$ cat config.mk
export PLATFORM = sky130hd
export DESIGN_NAME = collide_det
export DESIGN_NICKNAME = d
export VERILOG_FILES = /design/src/rtl/collide_det_pkg.sv /design/src/rtl/collide_det_ovl_cnt.sv /design/src/rtl/collide_det.sv
export SDC_FILE = /design/constraint.sdc
export NUM_CORES = 1
export LEC_CHECK = 0
export CAP_MARGIN = 20
export CORE_AREA = 2 2 66 68
export CTS_BUF_LIST = sky130_fd_sc_hd__clkbuf_16
export CTS_CLUSTER_DIAMETER = 120
export DETAILED_ROUTE_END_ITERATION = 7
export DIE_AREA = 0 0 68 70
export PLACE_DENSITY_LB_ADDON = 0.12
export REMOVE_ABC_BUFFERS = 1
export SKIP_LAST_GASP = 1
export SYNTH_ARGS = -nofsm -noshare
export SYNTH_HDL_FRONTEND = slang
export SYNTH_SLANG_ARGS = --single-unit
export TNS_END_PERCENT = 30
$ cat constraint.sdc
create_clock -name clk -period 2.6 [get_ports clk]
set_clock_uncertainty 0.2 [all_clocks]
set_input_delay 0.52 -clock clk [delete_from_list [all_inputs] [get_ports clk]]
set_output_delay 0.52 -clock clk [all_outputs]
set_load 0.01 [all_outputs]
$ cat src/rtl/collide_det_pkg.sv
// Shared definitions for the collision detector: state encodings and default HUD-facing widths.
package collide_det_pkg;

  localparam int unsigned COLL_SCORE_W = 16;
  localparam int unsigned COLL_LIVES_W = 4;

  typedef enum logic [1:0] {
    COLL_ST_PLAY   = 2'd0,
    COLL_ST_INVINC = 2'd1,
    COLL_ST_OVER   = 2'd2
  } coll_state_e;

endpackage

$ cat src/rtl/collide_det_ovl_cnt.sv
// Saturating per-frame overlap counter with clear and threshold compare on the registered count.
module collide_det_ovl_cnt #(
  parameter int unsigned CNT_W  = 8,
  parameter int unsigned THRESH = 4
) (
  input  logic clk,
  input  logic rst,
  input  logic inc_i,
  input  logic clr_i,
  output logic hit_c
);

  logic [CNT_W-1:0] cnt_q;
  logic [CNT_W-1:0] cnt_d;

  always_comb begin
    cnt_d = cnt_q;
    if (clr_i) begin
      cnt_d = '0;
    end else if (inc_i && (cnt_q != {CNT_W{1'b1}})) begin
      cnt_d = cnt_q + CNT_W'(1);
    end
  end

  always_ff @(posedge clk) begin
    if (rst) begin
      cnt_q <= '0;
    end else begin
      cnt_q <= cnt_d;
    end
  end

  assign hit_c = (cnt_q >= CNT_W'(THRESH));

endmodule

$ cat src/rtl/collide_det.sv
// Sprite collision detector: counts per-frame overlaps, resolves hits, score and lives at frame end.
// Optional feature macro: COLLIDE_INVINC_EN adds post-hit invincibility frames.
module collide_det
  import collide_det_pkg::*;
#(
  parameter int unsigned SCORE_W     = COLL_SCORE_W,
  parameter int unsigned LIVES_W     = COLL_LIVES_W,
  parameter int unsigned LIVES_INIT  = 3,
  parameter int unsigned MIN_OVERLAP = 4,
  parameter int unsigned OVL_CNT_W   = 8
`ifdef COLLIDE_INVINC_EN
  ,
  parameter int unsigned INVINC_FRAMES = 120
`endif
) (
  input  logic               clk,
  input  logic               rst,
  input  logic               disp_i,
  input  logic               v_sync_i,
  input  logic               me_alpha_i,
  input  logic               bullet_alpha_i,
  input  logic               enemy1_alpha_i,
  output logic               enemy_hit_o,
  output logic               me_hit_o,
  output logic [SCORE_W-1:0] score_o,
  output logic [LIVES_W-1:0] lives_o,
  output logic               game_over_o
);

  coll_state_e        state_q, state_d;
  logic               v_sync_q;
  logic               enemy_hit_q, enemy_hit_d;
  logic               me_hit_q, me_hit_d;
  logic [SCORE_W-1:0] score_q, score_d;
  logic [LIVES_W-1:0] lives_q, lives_d;
  logic               game_over_q, game_over_d;
  logic               fe_c;
  logic               be_hit_c;
  logic               me_ovl_c;

`ifdef COLLIDE_INVINC_EN
  localparam int unsigned FRAME_W = (INVINC_FRAMES > 1) ? $clog2(INVINC_FRAMES) : 1;
  logic [FRAME_W-1:0] frame_cnt_q, frame_cnt_d;
`endif

  // Frame end is the falling edge of the active-low vertical sync.
  assign fe_c = v_sync_q & ~v_sync_i;

  collide_det_ovl_cnt #(
    .CNT_W  (OVL_CNT_W),
    .THRESH (MIN_OVERLAP)
  ) u_be_cnt (
    .clk   (clk),
    .rst   (rst),
    .inc_i (disp_i & bullet_alpha_i & enemy1_alpha_i),
    .clr_i (fe_c),
    .hit_c (be_hit_c)
  );

  collide_det_ovl_cnt #(
    .CNT_W  (OVL_CNT_W),
    .THRESH (MIN_OVERLAP)
  ) u_me_cnt (
    .clk   (clk),
    .rst   (rst),
    .inc_i (disp_i & me_alpha_i & enemy1_alpha_i),
    .clr_i (fe_c),
    .hit_c (me_ovl_c)
  );

  always_comb begin
    state_d     = state_q;
    enemy_hit_d = 1'b0;
    me_hit_d    = 1'b0;
    score_d     = score_q;
    lives_d     = lives_q;
    game_over_d = game_over_q;
`ifdef COLLIDE_INVINC_EN
    frame_cnt_d = frame_cnt_q;
`endif
    if (fe_c && (state_q != COLL_ST_OVER)) begin
      // Enemy hits score in any live state, even on the frame that ends the game.
      if (be_hit_c) begin
        enemy_hit_d = 1'b1;
        if (score_q != {SCORE_W{1'b1}}) begin
          score_d = score_q + SCORE_W'(1);
        end
      end
      case (state_q)
        COLL_ST_PLAY: begin
          if (me_ovl_c) begin
            me_hit_d = 1'b1;
            lives_d  = lives_q - LIVES_W'(1);
            if (lives_q == LIVES_W'(1)) begin
              state_d     = COLL_ST_OVER;
              game_over_d = 1'b1;
            end else begin
`ifdef COLLIDE_INVINC_EN
              state_d     = COLL_ST_INVINC;
              frame_cnt_d = FRAME_W'(INVINC_FRAMES - 1);
`endif
            end
          end
        end
`ifdef COLLIDE_INVINC_EN
        COLL_ST_INVINC: begin
          if (frame_cnt_q == '0) begin
            state_d = COLL_ST_PLAY;
          end else begin
            frame_cnt_d = frame_cnt_q - FRAME_W'(1);
          end
        end
`endif
        default: begin
          state_d = state_q;
        end
      endcase
    end
  end

  always_ff @(posedge clk) begin
    if (rst) begin
      state_q     <= COLL_ST_PLAY;
      v_sync_q    <= 1'b0;
      enemy_hit_q <= 1'b0;
      me_hit_q    <= 1'b0;
      score_q     <= '0;
      lives_q     <= LIVES_W'(LIVES_INIT);
      game_over_q <= 1'b0;
`ifdef COLLIDE_INVINC_EN
      frame_cnt_q <= '0;
`endif
    end else begin
      state_q     <= state_d;
      v_sync_q    <= v_sync_i;
      enemy_hit_q <= enemy_hit_d;
      me_hit_q    <= me_hit_d;
      score_q     <= score_d;
      lives_q     <= lives_d;
      game_over_q <= game_over_d;
`ifdef COLLIDE_INVINC_EN
      frame_cnt_q <= frame_cnt_d;
`endif
    end
  end

  assign enemy_hit_o = enemy_hit_q;
  assign me_hit_o    = me_hit_q;
  assign score_o     = score_q;
  assign lives_o     = lives_q;
  assign game_over_o = game_over_q;

endmodule

== Yosys cells after proc, flatten, opt, wreduce, memory -nomap -nowiden ==
Index checks and enable logic that the tools add are counted.
Cells by class
  shifts and indexed selects: 0
  $mul: 0
  eq/ne operators: 4
  order comparisons: 2
  div/mod/pow operators: 0
  $add $sub $neg: 4
  mux-type cells: 2
  bitwise logic cells: 9
  reductions and logical operators: 10
Operators by type and width (number)
  adder 16 x 1 -> 16 bit, second input constant: 1
  adder 8 x 1 -> 8 bit, second input constant: 2
  >= comparator 8 x 3 -> 1 bit, second input constant: 2
  inequality test 16 bit, second input constant: 1
  inequality test 8 bit, second input constant: 2
  AND reduction 3 bit: 2
  bitwise AND 1 bit: 5
  equality test 4 x 1 -> 1 bit, second input constant: 1
  NOT 1 bit: 4
  AND reduction 4 bit: 1
  OR reduction 2 bit: 2
  subtractor 4 x 1 -> 4 bit, second input constant: 1
  logical AND 1 bit: 3
  OR reduction 3 bit: 1
  zero test 2 bit: 1
  two-way mux 1 bit: 2
Storage, ports and cells
  flip-flop bits (word level): 40
  memory bits (read-only): 0
  bits in latches: 0
  bits in writable memories: 0
  word-level logic and storage cells: 39
  output and inout port bits: 23
  memories kept: 0
  bits of input ports: 7

== Logic depth before layout (Yosys ltp) ==
  word-level depth: 5
  mapped depth: 6
  mapped depth without buffers: 5

== Cells and area by module ==
Synthesis repeated with hierarchy kept, for this count alone.
Unflattened totals
  cells, all modules: 246
  area, all modules: 2122.0 um^2
Modules (own cells, without submodules)
  collide_det: instances 1, area each 1196.1 um^2, cells each 134, seq. area each 480.5 um^2
  collide_det_ovl_cnt: instances 2, area each 462.9 um^2, cells each 56, seq. area each 160.2 um^2

== Least setup slack after synthesis ==
OpenSTA, ideal clock, no wires.
  path kind: register to register
  start: register score_q[0] (netlist: score_o[0])
  end: register score_q[5] (netlist: score_o[5])
  slack: 0.492 ns
  stages on the path, launching flop included: 7
  required time: 2.279 ns
  library setup time: 0.121 ns
  arrival time: 1.787 ns
  buffers on the path: 1
  clock period less this slack: 2.108 ns
  cell sequence: dfxtp_1 ha_1 and3_1 nor4bb_1 buf_2 nor4_1 mux2_2
Between the ends
  longest elaborated chain between the ends: 2
  elaborated cells on any way between the ends: 3
  classes of those cells: 1 x add/sub; 1 x eq/ne; 1 x reduce/logical
RTL lines
  from (decl): RTL line collide_det.sv:34  | logic [SCORE_W-1:0] score_q, score_d;
  from (signal assigned): RTL line collide_det.sv:138  | score_q <= score_d;
  parallel branches: the longest is 2 deep, another holds adder 16 x 1 -> 16 bit
Several ways; the timed one is not identified.
A chain may end at the register's enable or synchronous reset.

== Worst setup path in the final report ==
  start: input port v_sync_i
  end: register score_q[13] (netlist: score_o[13])
Between the ends
  longest elaborated chain between the ends: 4
RTL lines
  from (decl): RTL line collide_det.sv:19  | input logic v_sync_i,
  NOT 1 bit: RTL line collide_det.sv:47  | assign fe_c = v_sync_q & ~v_sync_i;
  bitwise AND 1 bit: RTL line collide_det.sv:47
  logical AND 1 bit: RTL line collide_det.sv:81  | if (fe_c && (state_q != COLL_ST_OVER)) begin
  AND reduction 3 bit (no line)
Every way passes these cells.

==> results.txt <==
Synth Warn # = 0
max_cap viols = 0
CTS HTree Levels = 2
RSZ-0062 raised after global routing = no
Avg Inst Size Synth = 8.93 µm²
Crit path max-delay family = compound AO/OA/AOI/OAI gates
vias per cell = 5.76
ANT nets after route = 0
worst path bufs/invs = 1
Post-route DRC = 0
die width = 68 µm
CTS Buffer Depth = 2
gr ovfl total = 0
worst slew pin tran = 809 ps
final hold vios = 0
Post-Syn Area = 2080 µm²
Yosys reg bits = 40
Worst Hold Launch = lives_o[3]
nets@finish = 282
clock root buffer = clkbuf_16
reg2reg start = u_be_cnt.cnt_q[2]
Cell Rows = 24
clock-pin slew on the worst setup and hold paths = 50 ps
Final setup viols = 0
Ports = 30
fin. max-slew vios = 0
CP startpoint = v_sync_i
drt wl/cell = 13.3 µm
post-DP HPWL = 3110 µm
CTS Buf Count = 5
area post-placement = 2440 µm²
period utilisation layout = 0.946
CP endpoint kind = flip-flop
Cell variety after synth = 47
area delta synth->final = 23.8%
CP Cell Sequence = clkdlybuf4s50_1, and2b_2, o311ai_4, a2111oi_0, mux2_2
Max Fclk = 0.407 GHz
initial antenna violation count = 0
CP peak stage delay = 550 ps
Worst Path Required = 2560 ps
Max Fanout on Critical Path = 23
asr flop ratio synth = 0
core area = 4140 µm²
Power Total = 1.23 mW
Relative slew margins = 0.460
Initial Utilization = 0.502
die area = 4760 µm²
DRT iter0 DRCs = 101
DRT Wirelength = 4270 µm
leakage power = 0.887 nW
Resized Gates After CTS = 0
share of layout cells above drive strength 1 = 0.145
WS Path Type = in2reg
Die Ht = 70 µm
Period minus WS final = 2460 ps
largest net degree at the start of global routing = 24
CTS tree = done
post-route cell area = 2580 µm²
Startpoint Class = input pin
outcome = finished clean
Setup TNS Final = 0 ps
EDFF count, synth = 0
power density over the cells = 476 nW/µm²
Setup Fix Bufs, Post-CTS = 0
GRT Overall Usage = 0.202
hold crit path type = reg2reg
post-cts hold buffer count = 0
CP arrival = 2420 ps
vias in the first global route = 1736
worst vdd ir = 0.000345 V
first-pass GRT wire length = 7510 µm
Worst-Skew Late Latency = 270 ps
Mapped Cells = 233
via count = 1850
ant diodes = 0
Critical Path Slowest Stage Cell = a2111oi_0
CTS sink count = 40
I/O Buffers = 29
Main synth FF type = dfxtp_1
first drt pass iteration count = 4
fill count = 379
RD Place Congestion = 0.750
register area share after synthesis = 0.385
## per-layer routing
metal  global-route usage  wire length, µm  part of all wire  up-vias
met5                    0                0                 0        -
met4               0.0578               40            0.0094        0
met3               0.0548              149             0.035        5
met2                0.337             2190              0.51       33
met1                0.250             1900              0.44      869
li1                     -                -                 -      943
## logic make-up (layout without fill, tap and decap cells)
logic type | Yosys count | after routing | share of synthesized area
compound gates | 52 | 52 | 0.174
flops | 40 | 40 | 0.385
mux | 8 | 8 | 0.0421
xor+xnor | 8 | 8 | 0.0337
simple gates | 99 | 99 | 0.278
buf+inv | 19 | 55 | 0.0451
fa+ha+maj | 7 | 7 | 0.0421
## path summary, 6_finish.rpt
path	to	slack [ps]	cells past startpoint
max	score_o[13]	140	5
min reg2reg	lives_o[3]	290	2
min	lives_o[3]	290	2
max reg2reg	score_o[13]	150	4
## Yosys cell counts, drive strengths merged (2+ instances only)
library cell | n | area, µm²
a2111oi | 4 | 35.0
a21oi | 21 | 105
and2b | 3 | 25.0
and3 | 6 | 37.5
and4 | 2 | 17.5
buf | 3 | 23.8
clkbuf | 6 | 32.5
dfxtp | 40 | 801
ha | 7 | 87.6
inv | 10 | 37.5
mux2 | 6 | 67.6
mux2i | 2 | 20.0
nand2 | 14 | 52.6
nand3 | 13 | 65.1
nand4 | 2 | 12.5
nor2 | 20 | 75.1
nor2b | 5 | 31.3
nor4 | 4 | 25.0
o21ai | 6 | 30.0
o311ai | 3 | 43.8
o31ai | 10 | 75.1
o41ai | 3 | 26.3
or2 | 2 | 12.5
or3 | 7 | 45.1
or4 | 13 | 111
or4b | 2 | 20.0
xnor2 | 7 | 61.3
## through the flow
step | hold WS [ps] | worst slack [ps] | utilization | cells
CTS | 289 | 142 | 0.622 | 321
finish | 288 | 141 | 0.622 | 321
floorplan | 250 | 96.9 | - | 224
global placement | 278 | -1.83 | 0.589 | 313
global route | 328 | 49.3 | 0.622 | 321
detailed placement | 279 | -78.4 | 0.589 | 313
## power by group
part | total, mW | leakage (nW) | switching [mW] | internal [mW]
sequential | 0.618 | 0.323 | 0.00205 | 0.616
clock | 0.566 | 0.0738 | 0.221 | 0.345
combinational | 0.0418 | 0.490 | 0.0234 | 0.0184
## area by class of cell
cell class                      instances  area (µm²)  area share
Clock buffer                            5         125      0.0486
Tap cell                               52        65.1      0.0253
Inverter                               10        37.5      0.0146
Clock inverter                          3        11.3     0.00437
Sequential cell                        40         801       0.311
Timing Repair Buffer                   37         350       0.136
Multi-Input combinational cell        174        1190       0.460
## flip-flops by register name, summed over array words and instances, names as in the netlist
| name | flops |
|---|---|
| enemy_hit_o | 1 |
| lives_o | 4 |
| me_hit_o | 1 |
| score_o | 16 |
| state_q | 1 |
| u_be_cnt.cnt_q | 8 |
| u_me_cnt.cnt_q | 8 |
| v_sync_q | 1 |
## worst min-delay path, stage by stage, from the launching register on
cell	delay, ps
dfxtp_1	320
o41ai_1	60
a21oi_1	60
## cells in the final DEF, fill, tap and decap left out, types with 3 or more instances in the layout
| cell | n |
|---|---|
| clkbuf_16 | 5 |
| nand3_1 | 13 |
| ha_1 | 7 |
| nor2b_1 | 5 |
| o31ai_1 | 10 |
| buf_4 | 8 |
| or4_1 | 4 |
| a21oi_1 | 21 |
| nand2_1 | 14 |
| dfxtp_1 | 40 |
| clkdlybuf4s50_1 | 29 |
| o41ai_1 | 3 |
| nor2_1 | 20 |
| a2111oi_0 | 4 |
| mux2_2 | 6 |
| and3_1 | 6 |
| or3_1 | 6 |
| inv_1 | 12 |
| o21ai_0 | 6 |
| xnor2_1 | 7 |
| or4_2 | 8 |
| nor4_1 | 4 |
(Power assumes the default switching activity.)
